==> config.mk <==
export PLATFORM = sky130hd
export DESIGN_NAME = pipe_skid_register
export DESIGN_NICKNAME = d
export VERILOG_FILES = /design/src/rtl/pipe_skid_register.sv
export SDC_FILE = /design/constraint.sdc
export NUM_CORES = 1
export LEC_CHECK = 0
export CAP_MARGIN = 20
export CORE_MARGIN = 2
export CORE_UTILIZATION = 31
export CTS_CLUSTER_SIZE = 20
export DETAILED_ROUTE_END_ITERATION = 10
export PLACE_DENSITY = 0.67
export SLEW_MARGIN = 30
export SYNTH_ARGS = -nofsm -noshare
export SYNTH_HDL_FRONTEND = slang
export SYNTH_SLANG_ARGS = --single-unit
==> constraint.sdc <==
create_clock -name i_clk -period 4.9 [get_ports i_clk]
set_input_delay 0.98 -clock i_clk [delete_from_list [all_inputs] [get_ports i_clk]]
set_output_delay 0.98 -clock i_clk [all_outputs]
set_load 0.02 [all_outputs]
==> src/rtl/pipe_skid_register.sv <==
`default_nettype none
// ============================================================================
//  Module   : pipe_skid_register
//  Purpose  : Elastic two-entry pipeline register with valid/ready handshake
//             on both sides and a synchronous flush. A skid entry absorbs one
//             word of downstream back-pressure, so o_ready is a register and
//             never depends combinationally on i_ready.
//  Ports    :
//    i_clk    in   1           clock, rising edge
//    i_rst    in   1           synchronous active-high reset (beats flush)
//    i_flush  in   1           synchronous clear of all stored words
//    i_valid  in   1           upstream word present on i_data
//    o_ready  out  1           block accepts a word this cycle (registered)
//    i_data   in   DATA_WIDTH  upstream payload
//    o_valid  out  1           o_data holds a valid word
//    i_ready  in   1           downstream accepts o_data this cycle
//    o_data   out  DATA_WIDTH  payload from the main register
//  Revision : 1.0  initial release
// ============================================================================
module pipe_skid_register #(
  parameter int DATA_WIDTH = 64
) (
  input  logic                  i_clk,
  input  logic                  i_rst,
  input  logic                  i_flush,
  input  logic                  i_valid,
  output logic                  o_ready,
  input  logic [DATA_WIDTH-1:0] i_data,
  output logic                  o_valid,
  input  logic                  i_ready,
  output logic [DATA_WIDTH-1:0] o_data
);

  // State encoding is {main_valid, skid_valid}.
  typedef enum logic [1:0] {
    EMPTY = 2'b00,
    BUSY  = 2'b10,
    FULL  = 2'b11
  } state_t;

  state_t                state;
  logic [DATA_WIDTH-1:0] main_data;
  logic [DATA_WIDTH-1:0] skid_data;
  logic                  ready_q;
  logic                  in_xfer;
  logic                  out_xfer;

  assign in_xfer  = i_valid && ready_q;
  assign out_xfer = state[1] && i_ready;

  assign o_valid  = state[1];
  assign o_ready  = ready_q;
  assign o_data   = main_data;

  always_ff @(posedge i_clk) begin
    // Reset and flush reach the same end state; reset simply wins when both
    // are high. An output transfer in this cycle has already been seen by the
    // downstream, so dropping the main word here completes it.
    if (i_rst || i_flush) begin
      state     <= EMPTY;
      main_data <= '0;
      skid_data <= '0;
      ready_q   <= 1'b1;
    end else begin
      unique case (state)
        EMPTY: begin
          if (in_xfer) begin
            state     <= BUSY;
            main_data <= i_data;
          end
        end
        BUSY: begin
          if (in_xfer && !out_xfer) begin
            // Downstream stalled: park the new word and close the input.
            state     <= FULL;
            skid_data <= i_data;
            ready_q   <= 1'b0;
          end else if (in_xfer && out_xfer) begin
            main_data <= i_data;
          end else if (out_xfer) begin
            state <= EMPTY;
          end
        end
        FULL: begin
          // ready_q is low here, so no input transfer can occur.
          if (out_xfer) begin
            state     <= BUSY;
            main_data <= skid_data;
            skid_data <= '0;
            ready_q   <= 1'b1;
          end
        end
        default: begin
          state     <= EMPTY;
          main_data <= '0;
          skid_data <= '0;
          ready_q   <= 1'b1;
        end
      endcase
    end
  end

endmodule
`default_nettype wire

# [Word level (Yosys, flattened, before mapping)]
# Cells that the tools add are included.
[word_totals] register_bits=131 out_inout_bits=66 elab_cells=41
[classes] eq_ne=9 muxes=17 bitwise=1 n_reduce_logical=10
[ops] op="$mux W64" n=6
[ops] op="$pmux W64 S3" n=2
[ops] op="$mux W2" n=5
[ops] op="$ne A2 B2 Y1 const B" n=5
[ops] op="$reduce_and A4 Y1" n=2
[ops] op="$ne A3 B3 Y1 const B" n=2
[ops] op="$pmux W2 S3" n=1
[ops] op="$eq A2 B2 Y1 const B" n=2
[ops] op="$logic_and A1 B1 Y1" n=4
[ops] op="$pmux W1 S3" n=1
[ops] op="$reduce_and A3 Y1" n=1
[ops] op="$logic_not A2 Y1" n=1
[ops] op="$mux W1" n=2
[ops] op="$logic_not A1 Y1" n=1
[ops] op="$logic_or A1 B1 Y1" n=1
[ops] op="$not A1 Y1" n=1

# [Logic depth before layout (Yosys ltp)]
# Gate-level depths: netlist of run 1.
[depth] word_depth=5 depth_mapped=10 depth_no_buf=6

# [Worst setup path before layout of run 1]
# OpenSTA, ideal clock, no wires.
[synth_path] path_kind="input -> register" from="input port i_ready" to="register main_data[0], in the netlist o_data[0]" arrival_time_ps=2183 t_required_ps=4830 setup_slack_ps=2647 cell_stages=7 path_buffers=3 path_cell_list="a21boi_0 a221o_1 buf_2 buf_2 clkbuf_1 nand2_1 a21oi_1"
[synth_between] elab_chain_cells=5
[synth_lines] item="start: declaration" line="30" text="input logic i_ready,"
[synth_lines] item="$logic_and A1 B1 Y1 *" line="49" text="assign out_xfer = state[1] && i_ready;"
[synth_lines] item="$logic_not A1 Y1" line="73" text="if (in_xfer && !out_xfer) begin"
[synth_lines] item="$logic_and A1 B1 Y1" line="73"
[synth_lines] item="$ne A2 B2 Y1 (no line)"
[synth_lines] item="$reduce_and A4 Y1 (no line) *"
[synth_lines] item="end signal: assignment" line="69" text="main_data <= i_data;"
[synth_lines] item="end signal: assignment" line="79" text="main_data <= i_data;"
[synth_lines] item="end signal: assignment" line="88" text="main_data <= skid_data;"
[synth_lines] item="end: declaration" line="42" text="logic [DATA_WIDTH-1:0] main_data;"
# Mark *: on every way between the ends. The rest lies on a longest branch, timed or not.
# A chain may end at the register's enable or synchronous reset.

# [Worst setup path after layout of run 1]
[layout_path] from="input port i_valid" to="register skid_data[30]"
[layout_between] elab_chain_cells=4
[layout_lines] item="start: declaration" line="26" text="input logic i_valid,"
[layout_lines] item="$logic_and A1 B1 Y1" line="48" text="assign in_xfer = i_valid && ready_q;"
[layout_lines] item="$logic_and A1 B1 Y1" line="73"
[layout_lines] item="$ne A2 B2 Y1 (no line)"
[layout_lines] item="$reduce_and A3 Y1 (no line)"
[layout_lines] item="end signal: assignment" line="76" text="skid_data <= i_data;"
[layout_lines] item="end: declaration" line="43" text="logic [DATA_WIDTH-1:0] skid_data;"
# No other way between the ends.

==> run summary, run 1 <==
In the routed layout, each cell is associated on average with a via count of 5.20. The worst register-to-register path ends at skid_data[30]. The worst setup path is of the input pin to flip-flop kind.

The count of distinct cell types in the synthesized netlist came out at 28. After detailed routing, no signal wire sits above met4. The starting density of the core came out at between 30% and 40%.

In this run the remaining antenna-violating nets after routing total 0. The minimum clock period came out at 2970 ps. Tracing the worst setup path back leads to its startpoint at i_valid. The average cell area after synthesis came out at around 8 sq um. The worst-case clock buffer depth is 2. The count of pins over their slew limit came out at 0. Setup repair after global routing left no endpoint under its margin. The hold slack came out at roughly 450 ps. The final count of hold timing violations came out at 0.

The HPWL reported at the end of detailed placement is between 9 and 10 mm. The TritonCTS sink count came out at 131. The startpoint identified for the worst register-to-register timing path is state[1].

The design draws approximately 0.0028 W. The run finished with clean final reports. Summed over all layers, the global routing overflow is 0.

For this run, the detailed router's first-pass iteration total came to 4. For the pin with the worst max-slew slack, the measured transition is 906 ps. The worst path uses roughly three fifths of the clock period. The length of routed met3 wiring is 927 um. The die outline area came out at between 15,000 and 20,000 sq um. TritonCTS built the clock tree. The DRC marker count from the first detailed-route iteration came out at about 310. The routed design uses about 7.2 mm of met2 wire.

The via count of the first global-routing pass came to 4,762. The tree is rooted in a sky130_fd_sc_hd__clkbuf_16. The Yosys step of the flow raised 0 warnings. The post-synthesis instance total is 679. The x dimension of the die came out at 136 um. The source-to-sink clock delay at the later pin of the worst-skew pair came out at roughly 420 ps. Following the worst setup path forward leads to its endpoint at skid_data[30]. The residual DRC count is 0. The antenna diode instance count came out at 0.

Measured in cells, the most critical reg-to-reg path has a length of 6. The number of hold buffers added after cts came out at 0. The worst slew slack as a fraction of its limit is between 30% and 40%. The post-detailed-route wirelength per cell came out at about 15 um. The data arrival time of the critical path came out at 3300 ps. The worst-case register-to-register setup slack came out at 2000 ps. Max-cap violations in this run came to 0. Clock skew on the completed layout was measured at between 6 and 7 ps.

Summing over every cut layer, the via total after detailed routing is about 5,300. The worst setup path is launched from an input pin. Post-CTS repair changed the size of 0 cells.

The finished layout holds just over 1,000 standard cells, fillers aside. The routed design has between 15 and 20 mm of wire. The flop and latch count out of synthesis came out at 131. The mapped cell area came out at 5430 sq um. The maximum fanout along the worst path came out at 34.

For this run, the post-layout net count is 847. The floorplan die height is roughly 140 um. The count of endpoints failing setup in the final report came out at 0. The cell row count came out at 48. The first global-routing pass estimated 24.9 mm of wire.

The floorplan step defined a core boundary enclosing between 15,000 and 20,000 sq um. Based on the critical path, the design can be clocked at up to 0.337 GHz. The worst min-delay path category is flip-flop to flip-flop. The total routed wire length on the met1 layer came out at ~7 mm. The count of buffers inserted at the top-level ports is 134. When the netlist entered floorplanning its net count stood at roughly 750. VDD sags by at most roughly 0.00024 V. The cell count after placement is about 1,000.

The power per standard cell area is ~360 nW/um^2. The aggregate negative setup slack is 0 ps. The maximum level of the CTS H-tree came out at 4. The pin count of the biggest net entering global routing is 67. The data required time at the worst endpoint is 5240 ps.

The number of setup buffers added after CTS came out at 0. The ratio of cells with drive above 1 in the final layout is 6.35%. The clock transition time at the flip-flop clock pins of the worst setup and hold paths came out at ~60 ps. The leakage power summed over all cells came out at approximately 2.7 nW. The post-synthesis sequential area ratio is ~48%. The I/O pin count is between 100 and 150. The nature of the critical path endpoint is a flip-flop. Global routing used 17.0% of the available tracks.

The growth of design area from synthesis to finish came out at 39.7%. The number of buffers created by CTS is 17. The number of antenna violations at the first check in global routing was 0. The global placer's final weighted congestion came out at 0.707.
==> worst min-delay path by stage <==
stage	start	to	slack, ps	depth (start not counted)
6_report	o_data[9]	o_data[9]	450	2
5_1_grt	o_data[12]	o_data[12]	470	2
4_1_cts	o_data[21]	o_data[21]	450	2
3_5_place_dp	o_data[21]	o_data[21]	450	2
3_3_place_gp	o_data[21]	o_data[21]	440	2
2_1_floorplan	skid_data[63]	skid_data[63]	450	2
==> cell usage in the layout, fill, tap and decap left out, types with 3 or more instances in the layout <==
| cell | Yosys | routed |
|---|---|---|
| sky130_fd_sc_hd__a21oi_1 | 66 | 66 |
| sky130_fd_sc_hd__buf_12 | 0 | 3 |
| sky130_fd_sc_hd__dfxtp_1 | 131 | 131 |
| sky130_fd_sc_hd__o22ai_1 | 64 | 64 |
| sky130_fd_sc_hd__clkbuf_8 | 0 | 5 |
| sky130_fd_sc_hd__clkbuf_16 | 0 | 17 |
| sky130_fd_sc_hd__nand2_1 | 196 | 195 |
| sky130_fd_sc_hd__bufinv_16 | 0 | 3 |
| sky130_fd_sc_hd__clkinv_2 | 0 | 4 |
| sky130_fd_sc_hd__a22oi_1 | 63 | 63 |
| sky130_fd_sc_hd__buf_4 | 0 | 6 |
| sky130_fd_sc_hd__or3_1 | 64 | 64 |
| sky130_fd_sc_hd__inv_1 | 3 | 3 |
| sky130_fd_sc_hd__clkdlybuf4s50_1 | 0 | 134 |
==> worst max-delay path, cell delays in order <==
cell and delay [ps]:
sky130_fd_sc_hd__clkdlybuf4s50_1 550, sky130_fd_sc_hd__nand2_1 130, sky130_fd_sc_hd__nor4b_1 460, sky130_fd_sc_hd__nand2_2 510
sky130_fd_sc_hd__buf_4 440, sky130_fd_sc_hd__o22ai_1 220
==> per-layer routing <==
metal,vias up,global-route usage (%)
met5,-,0
met4,0,4.86
met3,14,4.77
met2,171,26.4
met1,2481,23.0
li1,2600,-
==> cells in the mapped netlist, drive strengths merged <==
master / number / share of area [%]
a21o: 1 / 0.14
or2: 2 / 0.23
nand4: 2 / 0.23
or3: 64 / 7.4
inv: 4 / 0.28
nor4b: 1 / 0.16
nand2: 196 / 14
o211ai: 1 / 0.14
a2111o: 1 / 0.21
a221o: 1 / 0.18
a21oi: 67 / 6.2
ha: 4 / 0.92
clkbuf: 65 / 4.6
o21ai: 2 / 0.18
o31ai: 1 / 0.14
a21boi: 1 / 0.14
nand3: 1 / 0.092
a22o: 1 / 0.16
o22ai: 64 / 7.4
o221ai: 1 / 0.16
a22oi: 63 / 8.7
nor2: 1 / 0.069
dfxtp: 131 / 48
a211o: 1 / 0.16
buf: 3 / 0.28
==> cell families after synthesis <==
kind of cell	after synthesis	synth area share [%]
simple gates	267	21.7
compound gates	205	23.9
flops	131	48.3
buf+inv	72	5.16
fa+ha+maj	4	0.921
==> flip-flops by register name, summed over array words and instances (netlist names) <==
register,flops
o_data,64
skid_data,64
state,2
o_ready,1
==> where the power goes <==
part / internal [W] / switching [W]
Clock: 0.000864 / 0.000473
Sequential: 0.00109 / 0.0000134
Combinational: 0.000150 / 0.000168
==> area by class of cell <==
cell class | instances | area [sq um]
clock buffer | 23 | 498
clock inverter | 9 | 125
fill | 1719 | 9650
inverter | 4 | 15.0
multi-input combinational | 476 | 2570
sequential | 131 | 2620
tap | 225 | 282
timing repair buffer | 144 | 1470
==> per-stage QoR <==
stage | instance area (sq um) | util [%] | setup WS, ps
after global routing | 7590 | 44.0 | 1700
after global placement | 6890 | 40.0 | 1600
after detailed placement | 6970 | 40.4 | 1520
final | 7590 | 44.0 | 1930
after CTS | 7590 | 44.0 | 1950
after floorplan | 5430 | - | 2650
Note: power is estimated with default switching activity, not from simulation.
==> run 2, diff against run 1 <==
==> constraint.sdc (replaced) <==
create_clock -name i_clk -period 2.8 [get_ports i_clk]
set_input_delay 0.56 -clock i_clk [delete_from_list [all_inputs] [get_ports i_clk]]
set_output_delay 0.56 -clock i_clk [all_outputs]
set_load 0.02 [all_outputs]
==> run 2 against run 1 <==
  * Combinational power grew 75%
  * Highest routed layer unchanged
  * Die area did not move
  * Largest cell class unchanged
  * Global-route usage is 0.17 points higher
==> run summary, run 2 (synthesis gave the netlist of run 1 again) <==
The run finished with clean final reports. The x dimension of the die was 136 um (unchanged). In this run the critical register-to-register path is launched from state[1].

The number of hold buffers added after cts came to 0 (unchanged). The clock transition time at the flip-flop clock pins of the worst setup and hold paths came out at 50 ps (about the same). Timing would allow up to roughly 0.45 GHz. The count of cells along the worst hold path was 2 (unchanged). The power per standard cell area is 615 nW/um^2 (+69%).

The post-route clock skew came to 6.99 ps (+0.489 ps). The post-cts gate resize count is 0 (unchanged). The cell row count came out at 48 (unchanged).

STA classifies the critical path startpoint as a flip-flop. The cell depth of the worst flop-to-flop path came out at 6 (unchanged). The worst register-to-register path ends at o_data[33]. The tree is rooted in a sky130_fd_sc_hd__clkbuf_16. The growth of design area from synthesis to finish came to 39.7% (unchanged). The final net count is 855 (+0.94%). The class of the most critical setup path is flip-flop to flip-flop.

The worst hold path begins at o_data[39]. The I/O pin count came out at 135 (unchanged). The leakage power summed over all cells is 2.73 nW (+0.48%).

The ratio of cells with drive above 1 in the final layout is 6.68% (+0.33 points). In this run the worst hold path is classified as flip-flop to flip-flop. The HPWL reported at the end of detailed placement is 9.25 mm (+0.88%).

The top cell types in the final layout, fill and taps aside, are sky130_fd_sc_hd__nand2_1 (195), sky130_fd_sc_hd__clkdlybuf4s50_1 (134), sky130_fd_sc_hd__dfxtp_1 (131). The proportion of power drawn by flip-flops and latches is 41.4% (+1.4 points). The data required time at the worst endpoint came out at 3140 ps (-2100 ps). The detailed-route via count is 5,197 (-1.3%).

The via count of the first global-routing pass came out at 4,804 (+0.88%). The final count of hold timing violations is 0 (unchanged). The max capacitance violation total is 0 (unchanged). The count of non-filler cells in the finished layout is 1,018 (+0.59%). The worst setup path is captured at a flip-flop. The part of the total power dissipated in combinational logic came out at 12.0% (+0.4 points).

The die outline area is 18,600 sq um (unchanged). Setup repair after global routing left no endpoint under its margin. The starting density of the core came to 31.5% (unchanged). The minimum clock period came out at between 2000 and 2500 ps. The source-to-sink clock delay at the later pin of the worst-skew pair is 420 ps (about the same). The worst-case vdd ir drop came out at 0.000442 V (+81%). The net switching power of the design is 0.00110 W (+69%). The worst-case clock buffer depth is 2 (unchanged).

The wire length after detailed routing was 15.6 mm (+0.90%). The maximum level of the CTS H-tree came out at 4 (unchanged). The post-detailed-route wirelength per cell came out at 15.3 um (+0.30%). The DRC marker count from the first detailed-route iteration came out at 290 (-7.3%). The via count normalized by instance count came out at 5.11 (-1.9%).

The aggregate negative setup slack is 0 ps (unchanged). The number of nets with antenna violations after detailed routing is 0 (unchanged). The count of pins over their slew limit came out at 0 (unchanged). The floorplan die height came out at 136 um (unchanged). The total internal power came out at 0.00356 W (+69%). The slew at the pin with the worst max-slew slack is 755 ps (-151 ps). The path with the worst hold slack has its endpoint at o_data[39]. The total iterations of the first detailed-routing run is 5 (+1).

The worst slew slack as a fraction of its limit is 49.6% (+10 points). The number of antenna violations at the first check in global routing came out at 0 (unchanged). The clock network fraction of total power came to 46.6% (-1.9 points). The antenna diode instance count came to 0 (unchanged).

The leading cell type in the layout, fill and taps excluded is sky130_fd_sc_hd__nand2_1. The worst-case register-to-register setup slack is 570 ps (-1430 ps). The cell count after placement is 988 (+0.82%).

TritonCTS built the clock tree. The number of fill cells in the layout came out at 1,722 (+0.17%). The total grt overflow came out at 0 (unchanged). The pin count of the biggest net entering global routing was 85 (+27%). The residual DRC count is 0 (unchanged).

The TritonCTS sink count was 131 (unchanged). The maximum fanout along the worst path is 44 (+29%). The core region area is 17,200 sq um (unchanged). The number of buffers created by CTS came out at 17 (unchanged).

The total global-route track usage came to 17.2% (+0.17 points). The switching fraction of total power came to 23.7% (-0.074 points). The wire length of the first global-routing pass is 24.9 mm (+0.11%). The global placer's final weighted congestion is 0.757 (+7.1%). The count of endpoints failing setup in the final report is 0 (unchanged). The data arrival time of the critical path came out at 2580 ps (-720 ps). The worst path uses 79.8% of the clock period. The count of buffers inserted at the top-level ports came out at 134 (unchanged). The number of setup buffers added after CTS is 0 (unchanged).
[run 2: changes by cell type in the layout (fill, tap and decap cells not counted), sizes merged]
| cell | change |
|---|---|
| clkinvlp | -2 |
| clkbuf | +2 |
| clkinv | -1 |
| buf | +8 |
| bufinv | -1 |
[run 2: worst max path at each step]
stage	cells after the start	startpoint	endpoint	slack [ps]
after detailed placement	6	i_valid	o_data[35]	240
final	6	state[1]	o_data[33]	570
after global routing	6	state[1]	o_data[42]	420
after global placement	6	i_valid	o_data[26]	270
after floorplan	10	state[0]	o_data[0]	590
after CTS	1	state[1]	o_valid	570
[run 2: worst max-delay path, stage by stage, from the launching register on]
cell                      delay [ps]
sky130_fd_sc_hd__dfxtp_1         500
sky130_fd_sc_hd__inv_1           150
sky130_fd_sc_hd__ha_1            290
sky130_fd_sc_hd__a221o_4         420
sky130_fd_sc_hd__buf_4           260
sky130_fd_sc_hd__or3_1           390
sky130_fd_sc_hd__a21oi_1         130
[run 2: layer usage]
| layer | share of wire, % | vias to the layer above | global-route usage [%] |
|---|---|---|---|
| met2 | 47 | 121 | 27.9 |
| met3 | 5.0 | 16 | 4.14 |
| li1 | - | 2609 | - |
| met1 | 46 | 2451 | 22.3 |
| met4 | 1.3 | 0 | 5.90 |
| met5 | 0 | - | 0 |
[run 2: area by class of cell]
| class | count | area (sq um) | share of cell area (%) |
|---|---|---|---|
| inverters | 4 | 15.0 | 0.198 |
| repair buffers | 152 | 1530 | 20.1 |
| multi-input cells | 476 | 2570 | 33.9 |
| clock buffers | 25 | 495 | 6.53 |
| clock inverters | 5 | 75.1 | 0.989 |
| well taps | 225 | 282 | 3.71 |
| flip-flops and latches | 131 | 2620 | 34.6 |
[run 2: through the flow]
step	power (W)	setup slack (ps)	area [sq um]	util, %	hold slack [ps]
6_report	0.00467	566	7590	44.0	453
5_1_grt	0.00485	420	7590	44.0	469
4_1_cts	0.00472	570	7590	44.0	453
3_5_place_dp	0.00253	235	7020	40.7	446
3_3_place_gp	0.00253	273	7010	40.7	443
2_1_floorplan	0.00226	588	5430	-	447
[run 2: power by group through the flow]
stage                     sequential [W]  combinational (W)  clock [W]
after floorplan                  0.00201           0.000246          0
after global placement           0.00197           0.000556          0
after detailed placement         0.00197           0.000563          0
after CTS                        0.00193           0.000565    0.00222
after global routing             0.00194           0.000611    0.00230
final                            0.00193           0.000559    0.00218
==> run 3, diff against run 2 <==
==> constraint.sdc (replaced) <==
create_clock -name i_clk -period 2.2 [get_ports i_clk]
set_input_delay 0.44 -clock i_clk [delete_from_list [all_inputs] [get_ports i_clk]]
set_output_delay 0.44 -clock i_clk [all_outputs]
set_load 0.02 [all_outputs]
==> run 3 against run 2 <==
  * Clock skew grew 2.8 ps
  * Final cell count grew 1.4%
  * Critical path type unchanged
  * Global-route usage shrank 0.11 points
  * Routed wire length shrank 1.7%
  * Setup slack lost 380 ps
  * First-iteration DRC count is 23% higher
  * Sequential share of layout area decreased by 0.71 points
  * Die area did not move
  * Highest routed layer unchanged
  * Worst hold slack lost 1.4 ps
==> run summary, run 3 (synthesis gave the netlist of run 1 again) <==
The worst-case clock buffer depth came out at 2 (unchanged). The TritonCTS clock tree is done. The residual DRC count came out at 0 (unchanged). The class of the most critical setup path is flip-flop to flip-flop. Clock tree synthesis selected as its root buffer the cell sky130_fd_sc_hd__clkbuf_16.

The count of buffers inserted at the top-level ports is 134 (unchanged). The leakage power summed over all cells is 2.83 nW (+3.4%). The worst-case vdd ir drop is 0.000536 V (+21%).

The minimum clock period came to 2010 ps (-220 ps). The logic depth of the worst setup path including buffers is 6 (unchanged). The floorplan die height is 136 um (unchanged). The DRC marker count from the first detailed-route iteration is 356 (+23%). The I/O pin count is 135 (unchanged). Walking the worst path, the cells encountered are inv_1 -> ha_1 -> a221o_4 -> buf_12 -> or3_1 -> a21oi_1. The global placer's final weighted congestion is 0.784 (+3.6%). The cell row count came out at 48 (unchanged). The worst slew slack as a fraction of its limit came out at 63.2% (+14 points). Grouping stages by cell kind, the critical path spends the most delay in compound AO/OA/AOI/OAI gates.

The period utilization is 91.6% (+12 points). The worst register-to-register path begins at state[1]. The critical path's largest stage delay came out at 440 ps (-60 ps).

The cell depth of the worst flop-to-flop path is 6 (unchanged). The final count of hold timing violations came out at 0 (unchanged). The worst slack at placement was -155 ps (-390 ps). The number of nets with antenna violations after detailed routing was 0 (unchanged). STA classifies the critical path endpoint as a flip-flop. The count of endpoints failing setup in the final report is 0 (unchanged). The worst-case register-to-register setup slack is 190 ps (-380 ps). The met3 layer usage reported by global route came out at 5.03% (+0.89 points). The ratio of cells with drive above 1 in the final layout came out at 8.67% (+2.0 points). The run finished with clean final reports.

The wire length after detailed routing is 15.3 mm (-1.7%). The worst min-delay path category is flip-flop to flip-flop. The pin count of the biggest net entering global routing came out at 63 (-26%). The leading cell type in the layout, fill and taps excluded is sky130_fd_sc_hd__nand2_1. The critical path ends at o_data[27].

The die outline area came out at 18,600 sq um (unchanged). The via count normalized by instance count was 5.15 (+0.86%). The maximum level of the CTS H-tree came out at 4 (unchanged). The core region area is 17,200 sq um (unchanged). The HPWL reported at the end of detailed placement came to 9.73 mm (+5.2%).

The growth of design area from synthesis to finish is 42.7%. In this run the most used layer during global routing was met2. The number of fill cells in the layout came out at 1,693 (-1.7%). The clock transition time at the flip-flop clock pins of the worst setup and hold paths came to 60 ps (about the same). The count of pins over their slew limit is 0 (unchanged).

The post-route clock skew came to 9.74 ps (+2.76 ps). The power per standard cell area was 790 nW/um^2 (+29%). The maximum achievable frequency came out at 0.496 GHz (+11%). The highest-delay cell along the critical path is sky130_fd_sc_hd__a221o_4. The data required time at the worst endpoint came out at 2520 ps (-620 ps). Tracing the worst setup path back leads to its startpoint at state[1]. The final net count is 867 (+1.4%).

The antenna diode instance count was 0 (unchanged). The endpoint of the worst register-to-register path is o_data[27]. The final worst-path setup slack is 186 ps (-380 ps).

The wire length of the first global-routing pass came out at 25.1 mm (+0.86%). The final core area utilization came out at 45.0% (+0.94 points). The via count of the first global-routing pass came out at 4,996 (+4.0%). The starting density of the core came out at 31.5% (unchanged). The x dimension of the die is 136 um (unchanged). The source-to-sink clock delay at the later pin of the worst-skew pair came to 410 ps (about the same). The post-detailed-route wirelength per cell is 14.9 um (-3.0%). The met2 capacity usage during global routing is 27.7% (-0.20 points). The number of buffers created by CTS is 17 (unchanged). The TritonCTS sink count came out at 131 (unchanged). Setup repair after global routing left no endpoint under its margin. The total grt overflow came out at 0 (unchanged). The buffers plus inverters on the worst setup path was 2 (unchanged).

The total iterations of the first detailed-routing run came out at 5 (unchanged). The top cell types in the final layout, fill and taps aside, are sky130_fd_sc_hd__nand2_1 (195), sky130_fd_sc_hd__clkdlybuf4s50_1 (134), sky130_fd_sc_hd__dfxtp_1 (130). The worst setup path is launched from a flip-flop. The met1 usage came to 21.9% (-0.36 points). The total global-route track usage is 17.1% (-0.11 points).

The data arrival time of the critical path is 2340 ps (-240 ps). The max capacitance violation total is 0 (unchanged). The maximum fanout along the worst path is 54 (+23%). The slew at the pin with the worst max-slew slack is 551 ps (-204 ps).

The number of antenna violations at the first check in global routing is 0 (unchanged). The detailed-route via count is 5,314 (+2.3%).
[run 3: worst min-delay path by stage]
stage | depth (start not counted) | startpoint | slack (ps) | to
final | 2 | o_data[0] | 450 | o_data[0]
after global routing | 2 | o_data[44] | 470 | o_data[44]
after CTS | 2 | o_data[43] | 450 | o_data[43]
after detailed placement | 2 | o_data[43] | 450 | o_data[43]
after global placement | 2 | o_data[44] | 440 | o_data[44]
after floorplan | 2 | skid_data[63] | 450 | skid_data[63]
[run 3: layout make-up]
cell class	count	area (sq um)	area share [%]
flip-flops and latches	131	2620	33.8
multi-input cells	476	2560	33.1
repair buffers	164	1650	21.3
clock buffers	23	488	6.30
well taps	225	282	3.63
clock inverters	9	126	1.63
inverters	4	15.0	0.194
[run 3: routing by layer]
| metal | part of all wire, % | vias to the layer above |
|---|---|---|
| li1 | - | 2643 |
| met1 | 45 | 2503 |
| met2 | 48 | 156 |
| met3 | 6.0 | 12 |
| met4 | 1.2 | 0 |
| met5 | 0 | - |
[run 3: repair_timing]
| item | 4_1_cts | 5_1_grt |
|---|---|---|
| hold endpoints to repair | 0 | 0 |
| resized for setup | 0 | 2 |
| hold buffers | 0 | 0 |
| setup buffers | 0 | 0 |
| endpoints found under the setup margin | 0 | 25 |
[run 3: tightest hold or removal path: stages, from the launching register on]
cell and delay, ps:
sky130_fd_sc_hd__dfxtp_1 300, sky130_fd_sc_hd__nand2_1 50, sky130_fd_sc_hd__a21oi_1 50
[run 3: metrics by stage]
step / instances / power, W / setup TNS, ps / cell area [sq um] / hold slack (ps)
2_1_floorplan: 679 / 0.00288 / 0 / 5430 / 447
3_3_place_gp: 1000 / 0.00324 / -5240 / 7140 / 442
3_5_place_dp: 1000 / 0.00325 / -10360 / 7140 / 446
4_1_cts: 1032 / 0.00619 / 0 / 7750 / 454
5_1_grt: 1032 / 0.00637 / 0 / 7750 / 470
6_report: 1032 / 0.00613 / 0 / 7750 / 451
[run 3: power by group]
part | switching (W) | internal, W | leakage (nW) | total [W]
Clock | 0.00103 | 0.00190 | 0.303 | 0.00293
Sequential | 0.0000305 | 0.00243 | 1.06 | 0.00246
Combinational | 0.000376 | 0.000363 | 1.46 | 0.000738
